### src/rtl/cfg_reg_pkg.sv
// Shared types and constants for the configuration register bank.
// Holds the reset-value function, COMMIT location helpers and the access-type enum.
package cfg_reg_pkg;

    localparam int unsigned COMMIT_BIT = 0;

    typedef enum logic [1:0] {
        IDLE,
        WRITE,
        READ,
        ERR
    } acc_type_e;

    function automatic int unsigned commit_addr(input int unsigned depth);
        return depth - 1;
    endfunction

    // Result is wider than any legal word; callers truncate to BUS_WIDTH, which also
    // drops the upper PRESCALE bits that do not fit in word 2.
    function automatic logic [63:0] reset_word(input int unsigned addr,
                                               input int unsigned par_en,
                                               input int unsigned par_type,
                                               input int unsigned prescale,
                                               input int unsigned div_ratio);
        logic [63:0] w;
        w = '0;
        case (addr)
            2: w = (64'(prescale) << 2) | (64'(par_type & 1) << 1) | 64'(par_en & 1);
            3: w = 64'(div_ratio);
            default: w = '0;
        endcase
        return w;
    endfunction

endpackage

### src/rtl/cfg_rd_pipe.sv
// Read-return pipeline: RD_LATENCY stages of data/valid/err with asynchronous clear.
// The output data stage only loads on a valid beat so RdData holds between reads.
module cfg_rd_pipe #(
    parameter int unsigned BUS_WIDTH  = 8,
    parameter int unsigned RD_LATENCY = 1
) (
    input  logic                 CLK,
    input  logic                 RST,
    input  logic                 in_valid,
    input  logic                 in_err,
    input  logic [BUS_WIDTH-1:0] in_data,
    output logic                 out_valid,
    output logic                 out_err,
    output logic [BUS_WIDTH-1:0] out_data
);

    logic [RD_LATENCY-1:0][BUS_WIDTH-1:0] data_q;
    logic [RD_LATENCY-1:0]                valid_q;
    logic [RD_LATENCY-1:0]                err_q;

    always_ff @(posedge CLK or negedge RST) begin
        if (!RST) begin
            data_q  <= '0;
            valid_q <= '0;
            err_q   <= '0;
        end else begin
            valid_q[0] <= in_valid;
            err_q[0]   <= in_err;
            if (in_valid) begin
                data_q[0] <= in_data;
            end
            for (int i = 1; i < RD_LATENCY; i++) begin
                valid_q[i] <= valid_q[i-1];
                err_q[i]   <= err_q[i-1];
                if (valid_q[i-1]) begin
                    data_q[i] <= data_q[i-1];
                end
            end
        end
    end

    assign out_valid = valid_q[RD_LATENCY-1];
    assign out_err   = err_q[RD_LATENCY-1];
    assign out_data  = data_q[RD_LATENCY-1];

endmodule

### src/rtl/cfg_reg_bank.sv
// Parametrised configuration register bank with exported words and update strobes.
// Define CFG_REG_SHADOW_EN to drive REG_EXPORT from shadow copies loaded by the COMMIT word.
module cfg_reg_bank
    import cfg_reg_pkg::*;
#(
    parameter int unsigned BUS_WIDTH  = 8,
    parameter int unsigned DEPTH      = 16,
    parameter int unsigned ADDR_WIDTH = 4,
    parameter int unsigned NUM_EXPORT = 4,
    parameter int unsigned RD_LATENCY = 1,
    parameter int unsigned PAR_EN     = 1,
    parameter int unsigned PAR_TYPE   = 0,
    parameter int unsigned PRESCALE   = 32,
    parameter int unsigned DIV_RATIO  = 32
) (
    input  logic                             CLK,
    input  logic                             RST,
    input  logic                             WrEn,
    input  logic                             RdEn,
    input  logic [ADDR_WIDTH-1:0]            Address,
    input  logic [BUS_WIDTH-1:0]             WrData,
    output logic [BUS_WIDTH-1:0]             RdData,
    output logic                             RdData_Valid,
    output logic                             Err,
    output logic [NUM_EXPORT*BUS_WIDTH-1:0]  REG_EXPORT,
    output logic [NUM_EXPORT-1:0]            REG_UPDATED
);

    localparam int unsigned COMMIT_ADDR = commit_addr(DEPTH);

    logic [BUS_WIDTH-1:0] regs_q [DEPTH];
    logic [BUS_WIDTH-1:0] exp_word [NUM_EXPORT];
    logic [BUS_WIDTH-1:0] prev_q [NUM_EXPORT];
    logic [NUM_EXPORT-1:0] upd_q;
    logic [BUS_WIDTH-1:0] rd_word;
    logic                 in_range;
    logic                 wr_ok;
    logic                 err_fast_q;
    logic                 pipe_valid;
    logic                 pipe_err;
    acc_type_e            acc;

    assign in_range = {1'b0, Address} < (ADDR_WIDTH + 1)'(DEPTH);

    always_comb begin
        unique case ({WrEn, RdEn})
            2'b10:   acc = WRITE;
            2'b01:   acc = READ;
            2'b11:   acc = ERR;
            default: acc = IDLE;
        endcase
    end

    assign wr_ok = (acc == WRITE) && in_range;

    always_comb begin
        rd_word = '0;
        for (int i = 0; i < DEPTH; i++) begin
            if (in_range && Address == ADDR_WIDTH'(i)) begin
                rd_word = regs_q[i];
            end
        end
    end

    always_ff @(posedge CLK or negedge RST) begin
        if (!RST) begin
            for (int i = 0; i < DEPTH; i++) begin
                regs_q[i] <= BUS_WIDTH'(reset_word(i, PAR_EN, PAR_TYPE, PRESCALE, DIV_RATIO));
            end
        end else begin
`ifdef CFG_REG_SHADOW_EN
            // COMMIT self-clears one cycle after it was set; a fresh write below wins.
            if (regs_q[COMMIT_ADDR][COMMIT_BIT]) begin
                regs_q[COMMIT_ADDR][COMMIT_BIT] <= 1'b0;
            end
`endif
            for (int i = 0; i < DEPTH; i++) begin
                if (wr_ok && Address == ADDR_WIDTH'(i)) begin
                    regs_q[i] <= WrData;
                end
            end
        end
    end

`ifdef CFG_REG_SHADOW_EN
    logic [BUS_WIDTH-1:0] shadow_q [NUM_EXPORT];

    always_ff @(posedge CLK or negedge RST) begin
        if (!RST) begin
            for (int k = 0; k < NUM_EXPORT; k++) begin
                shadow_q[k] <= BUS_WIDTH'(reset_word(k, PAR_EN, PAR_TYPE, PRESCALE, DIV_RATIO));
            end
        end else if (regs_q[COMMIT_ADDR][COMMIT_BIT]) begin
            for (int k = 0; k < NUM_EXPORT; k++) begin
                shadow_q[k] <= regs_q[k];
            end
        end
    end

    always_comb begin
        for (int k = 0; k < NUM_EXPORT; k++) begin
            exp_word[k] = shadow_q[k];
        end
    end
`else
    always_comb begin
        for (int k = 0; k < NUM_EXPORT; k++) begin
            exp_word[k] = regs_q[k];
        end
    end
`endif

    // prev_q lags the export by one edge, so a change shows up as a one-cycle pulse.
    always_ff @(posedge CLK or negedge RST) begin
        if (!RST) begin
            for (int k = 0; k < NUM_EXPORT; k++) begin
                prev_q[k] <= BUS_WIDTH'(reset_word(k, PAR_EN, PAR_TYPE, PRESCALE, DIV_RATIO));
            end
            upd_q <= '0;
        end else begin
            for (int k = 0; k < NUM_EXPORT; k++) begin
                prev_q[k] <= exp_word[k];
                upd_q[k]  <= (exp_word[k] != prev_q[k]);
            end
        end
    end

    // Collisions and dropped writes report after one cycle; bad reads ride the pipe.
    always_ff @(posedge CLK or negedge RST) begin
        if (!RST) begin
            err_fast_q <= 1'b0;
        end else begin
            err_fast_q <= (acc == ERR) || ((acc == WRITE) && !in_range);
        end
    end

    cfg_rd_pipe #(
        .BUS_WIDTH  (BUS_WIDTH),
        .RD_LATENCY (RD_LATENCY)
    ) u_rd_pipe (
        .CLK       (CLK),
        .RST       (RST),
        .in_valid  (acc == READ),
        .in_err    ((acc == READ) && !in_range),
        .in_data   (rd_word),
        .out_valid (pipe_valid),
        .out_err   (pipe_err),
        .out_data  (RdData)
    );

    assign RdData_Valid = pipe_valid;
    assign Err          = err_fast_q | pipe_err;
    assign REG_UPDATED  = upd_q;

    for (genvar k = 0; k < NUM_EXPORT; k++) begin : g_export
        assign REG_EXPORT[k*BUS_WIDTH +: BUS_WIDTH] = exp_word[k];
    end

endmodule
### config.mk
export PLATFORM = sky130hd
export DESIGN_NAME = cfg_reg_bank
export DESIGN_NICKNAME = d
export VERILOG_FILES = /design/src/rtl/cfg_reg_pkg.sv /design/src/rtl/cfg_rd_pipe.sv /design/src/rtl/cfg_reg_bank.sv
export SDC_FILE = /design/constraint.sdc
export NUM_CORES = 1
export LEC_CHECK = 0
export BUFFER_PORTS_ARGS = -buffer_cell sky130_fd_sc_hd__buf_2
export CORE_MARGIN = 2
export CORE_UTILIZATION = 54
export CTS_CLUSTER_DIAMETER = 150
export DETAILED_ROUTE_END_ITERATION = 10
export PLACE_DENSITY_LB_ADDON = 0.3
export SLEW_MARGIN = 25
export SYNTH_ARGS = -nofsm -noshare
export SYNTH_HDL_FRONTEND = slang
export SYNTH_SLANG_ARGS = --single-unit
### constraint.sdc
create_clock -name CLK -period 1.39 [get_ports CLK]
set_input_delay 0.278 -clock CLK [delete_from_list [all_inputs] [get_ports CLK]]
set_output_delay 0.278 -clock CLK [all_outputs]
set_load 0.05 [all_outputs]
==> key figures <==
Outcome
  • Status: complete, but fails checks
  • Violations in the final reports: negative setup slack

Layout
  • Layout Nets: 800
  • Final instance count without filler cells: 985
  • Post-route cell area: 11000 sq um
  • # diodes: 0
  • Layout cell share with drive strength beyond 1: 52.4%
  • Final Util: 72.7%
  • Synth-to-Final Area Change: 32.1%

Timing
  • Setup_tns: -4.02 ns
  • Worst rel slew slack: a little over two thirds
  • Worst slew pin tran: 0.457 ns
  • RSZ-0062 raised after global routing: true
  • Max Fclk: 587 MHz
  • Period minus WS final: 1.70 ns
  • Final period util: 123%
  • Crit path setup slack, layout: -0.313 ns
  • Hold Violations, Final: 0
  • Slew Limit Fails: 0
  • Min Hold Slack: 0.0825 ns
  • Worst Skew: 0.00838 ns
  • Setup Viol. Count Final: 61

Synth
  • Mapped Cells: 642
  • Distinct cell type count after synthesis: 65
  • Post-synth top cells: dfrtp_1, mux2_2, buf_4
  • Synth Warn #: 0
  • Area contributors post-synth: dfrtp_1, mux2_2, xor2_1
  • Async set-reset flop share out of synthesis: 100%
  • Synth top area share: around half
  • Top-count cell post-synth: dfrtp_1
  • Synth Register Bits: 174
  • Register area share after synthesis: 52.5%
  • Post-synth top flop: dfrtp_1
  • Post-synth EDFFs: 0
  • Mapped cell area: 8310 sq um
  • Cell taking the most area after synthesis: dfrtp_1
  • Synth Net Count: 658
  • Avg Inst Size Synth: about 13 sq um

Floorplan
  • Die span in y: 128 um
  • I/O pins: 62
  • Core Area: 15100 sq um
  • Starting density of the core: 55.0%
  • Die width: 128 um
  • # rows: 45
  • Full die area: around 16000 sq um

Pwr
  • Leak: ~0.0052 uW
  • PD cells: around 1500 nW/um^2
  • Max VDD drop: 1.02 mV

Critical path
  • R2R Setup Slk: -0.31 ns
  • Worst r2r src: REG_EXPORT[21]
  • Crit. Startpoint: REG_EXPORT[21]
  • Reg2Reg Capture Point: u_rd_pipe.out_data[5]
  • Setup CP Type: flop to flop
  • Crit end category: flop
  • Worst EP arrival: 2.02 ns
  • Crit Path Max Fanout: 2
  • Worst R2R Path Depth: 4
  • WP data required: 1.71 ns
  • CP Launch Type: flop

Flow run
  • Max-cap violations: 0

Clocking
  • CTS tree: yes
  • Clk sinks: 174
  • Root Driver: clkbuf_16
  • Deepest clock path buffer count: 2
  • Clk pin slew, worst setup/hold paths: 0.07 ns
  • H-tree levels: 4
  • Clk_lat worst skew: around 0.44 ns
  • TritonCTS Buffers: 17

Route
  • Vias: 6080
  • Routed Antenna Nets: 0
  • DRC: 0
  • Post-DR vias/cell: 6.17
  • DR WL/cell: 23.9 um
  • Final wirelength: 23.5 mm
  • Initial DRC Count: 538
  • Router iterations before antenna repair: 5

Global route
  • Grt met3 use: 6.51%
  • Vias in the first global route: 6489
  • Most used routing layer: met2
  • First-pass GRT wire length: 36.7 mm
  • Met1 GRT Util: 39.8%
  • Remaining global-route overflow: 0
  • Initial antenna violation count: 0
  • Gr usage total: 29.8%
  • Pin count of the biggest net entering global routing: 39
  • GR Util met2: 47.4%

Worst hold path
  • Hold Crit Class: input pin to flop
  • Worst hold path stage count: 2
  • Hold path endpoint: err_fast_q
  • Min-Delay Startpoint: WrEn

Placed design
  • Dpl hpwl: roughly 15 mm
  • IO Port Bufs: 61
  • GP Congestion: 0.905
  • Placed cell area: around 9600 sq um
  • Inst Count DP: 930
==> final cells by class <==
| class | count | area (sq um) |
|---|---|---|
| clock buffer | 18 | 439 |
| clock inverter | 14 | 158 |
| fill | 918 | 4120 |
| inverter | 6 | 22.5 |
| multi-input combinational | 394 | 3900 |
| sequential | 174 | 4360 |
| tap | 188 | 235 |
| timing repair buffer | 191 | 1860 |
==> metrics by stage <==
step / worst slack, ns / total power [uW]
2_1_floorplan: -0.217 / 9520
3_3_place_gp: -0.655 / 10500
3_5_place_dp: -0.686 / 10700
4_1_cts: -0.279 / 16300
5_1_grt: -0.324 / 17200
6_report: -0.313 / 16600
==> layer usage <==
layer,wire (um),share of wire (%)
met5,0,0
met4,812,3.5
met1,9750,41
met2,11400,48
met3,1590,6.7
==> what timing repair did <==
item	4_1_cts	5_1_grt
hold endpoints to repair	121	0
setup buffers	18	19
endpoints found under the setup margin	145	97
resized for setup	140	29
pin swaps	16	13
hold buffers	1	0
==> worst max path at each step <==
stage,endpoint,cells after the start
2_1_floorplan,regs_q[24],5
3_3_place_gp,u_rd_pipe.out_data[7],6
3_5_place_dp,u_rd_pipe.out_data[4],7
4_1_cts,u_rd_pipe.out_data[7],5
5_1_grt,u_rd_pipe.out_data[2],5
6_report,u_rd_pipe.out_data[5],4
==> cell usage in the layout (no fill, tap or decap), drive strengths merged, types with 10 or more instances in the layout <==
cell and instances:
clkbuf 18, buf 190, xor2 32, nor2 32, inv 11, nand2 29, a221oi 11, dfrtp 168
o22ai 12, mux2i 10, mux2 136, o21ai 28, nor4 10
==> power by group <==
part	internal, uW	switching [uW]	total, uW
sequential	6050	707	6760
clock	2730	2120	4850
combinational	2480	2490	4970
total	11300	5320	16600
==> logic make-up after synthesis <==
group / share of synthesized area [%]
AOI/OAI and AO/OA: 8.71
xor gates and xnor gates: 3.37
buffers and inverters: 5.78
DFF: 52.5
muxes: 22.1
and+or+nand+nor: 7.50
==> sequential cells by signal (all words and copies together), names as in the netlist <==
| signal | cells |
|---|---|
| REG_EXPORT | 32 |
| regs_q | 96 |
| u_rd_pipe.out_data | 8 |
| u_rd_pipe.out_valid | 1 |
| prev_q | 32 |
| REG_UPDATED | 4 |
| err_fast_q | 1 |
==> critical path, cell delays in order (launching register included) <==
cell and delay (ns):
dfrtp_1 0.42, mux4_2 0.49, o211ai_1 0.35, and3_1 0.25, o22ai_1 0.07
Power figures use the tool's default switching activity.
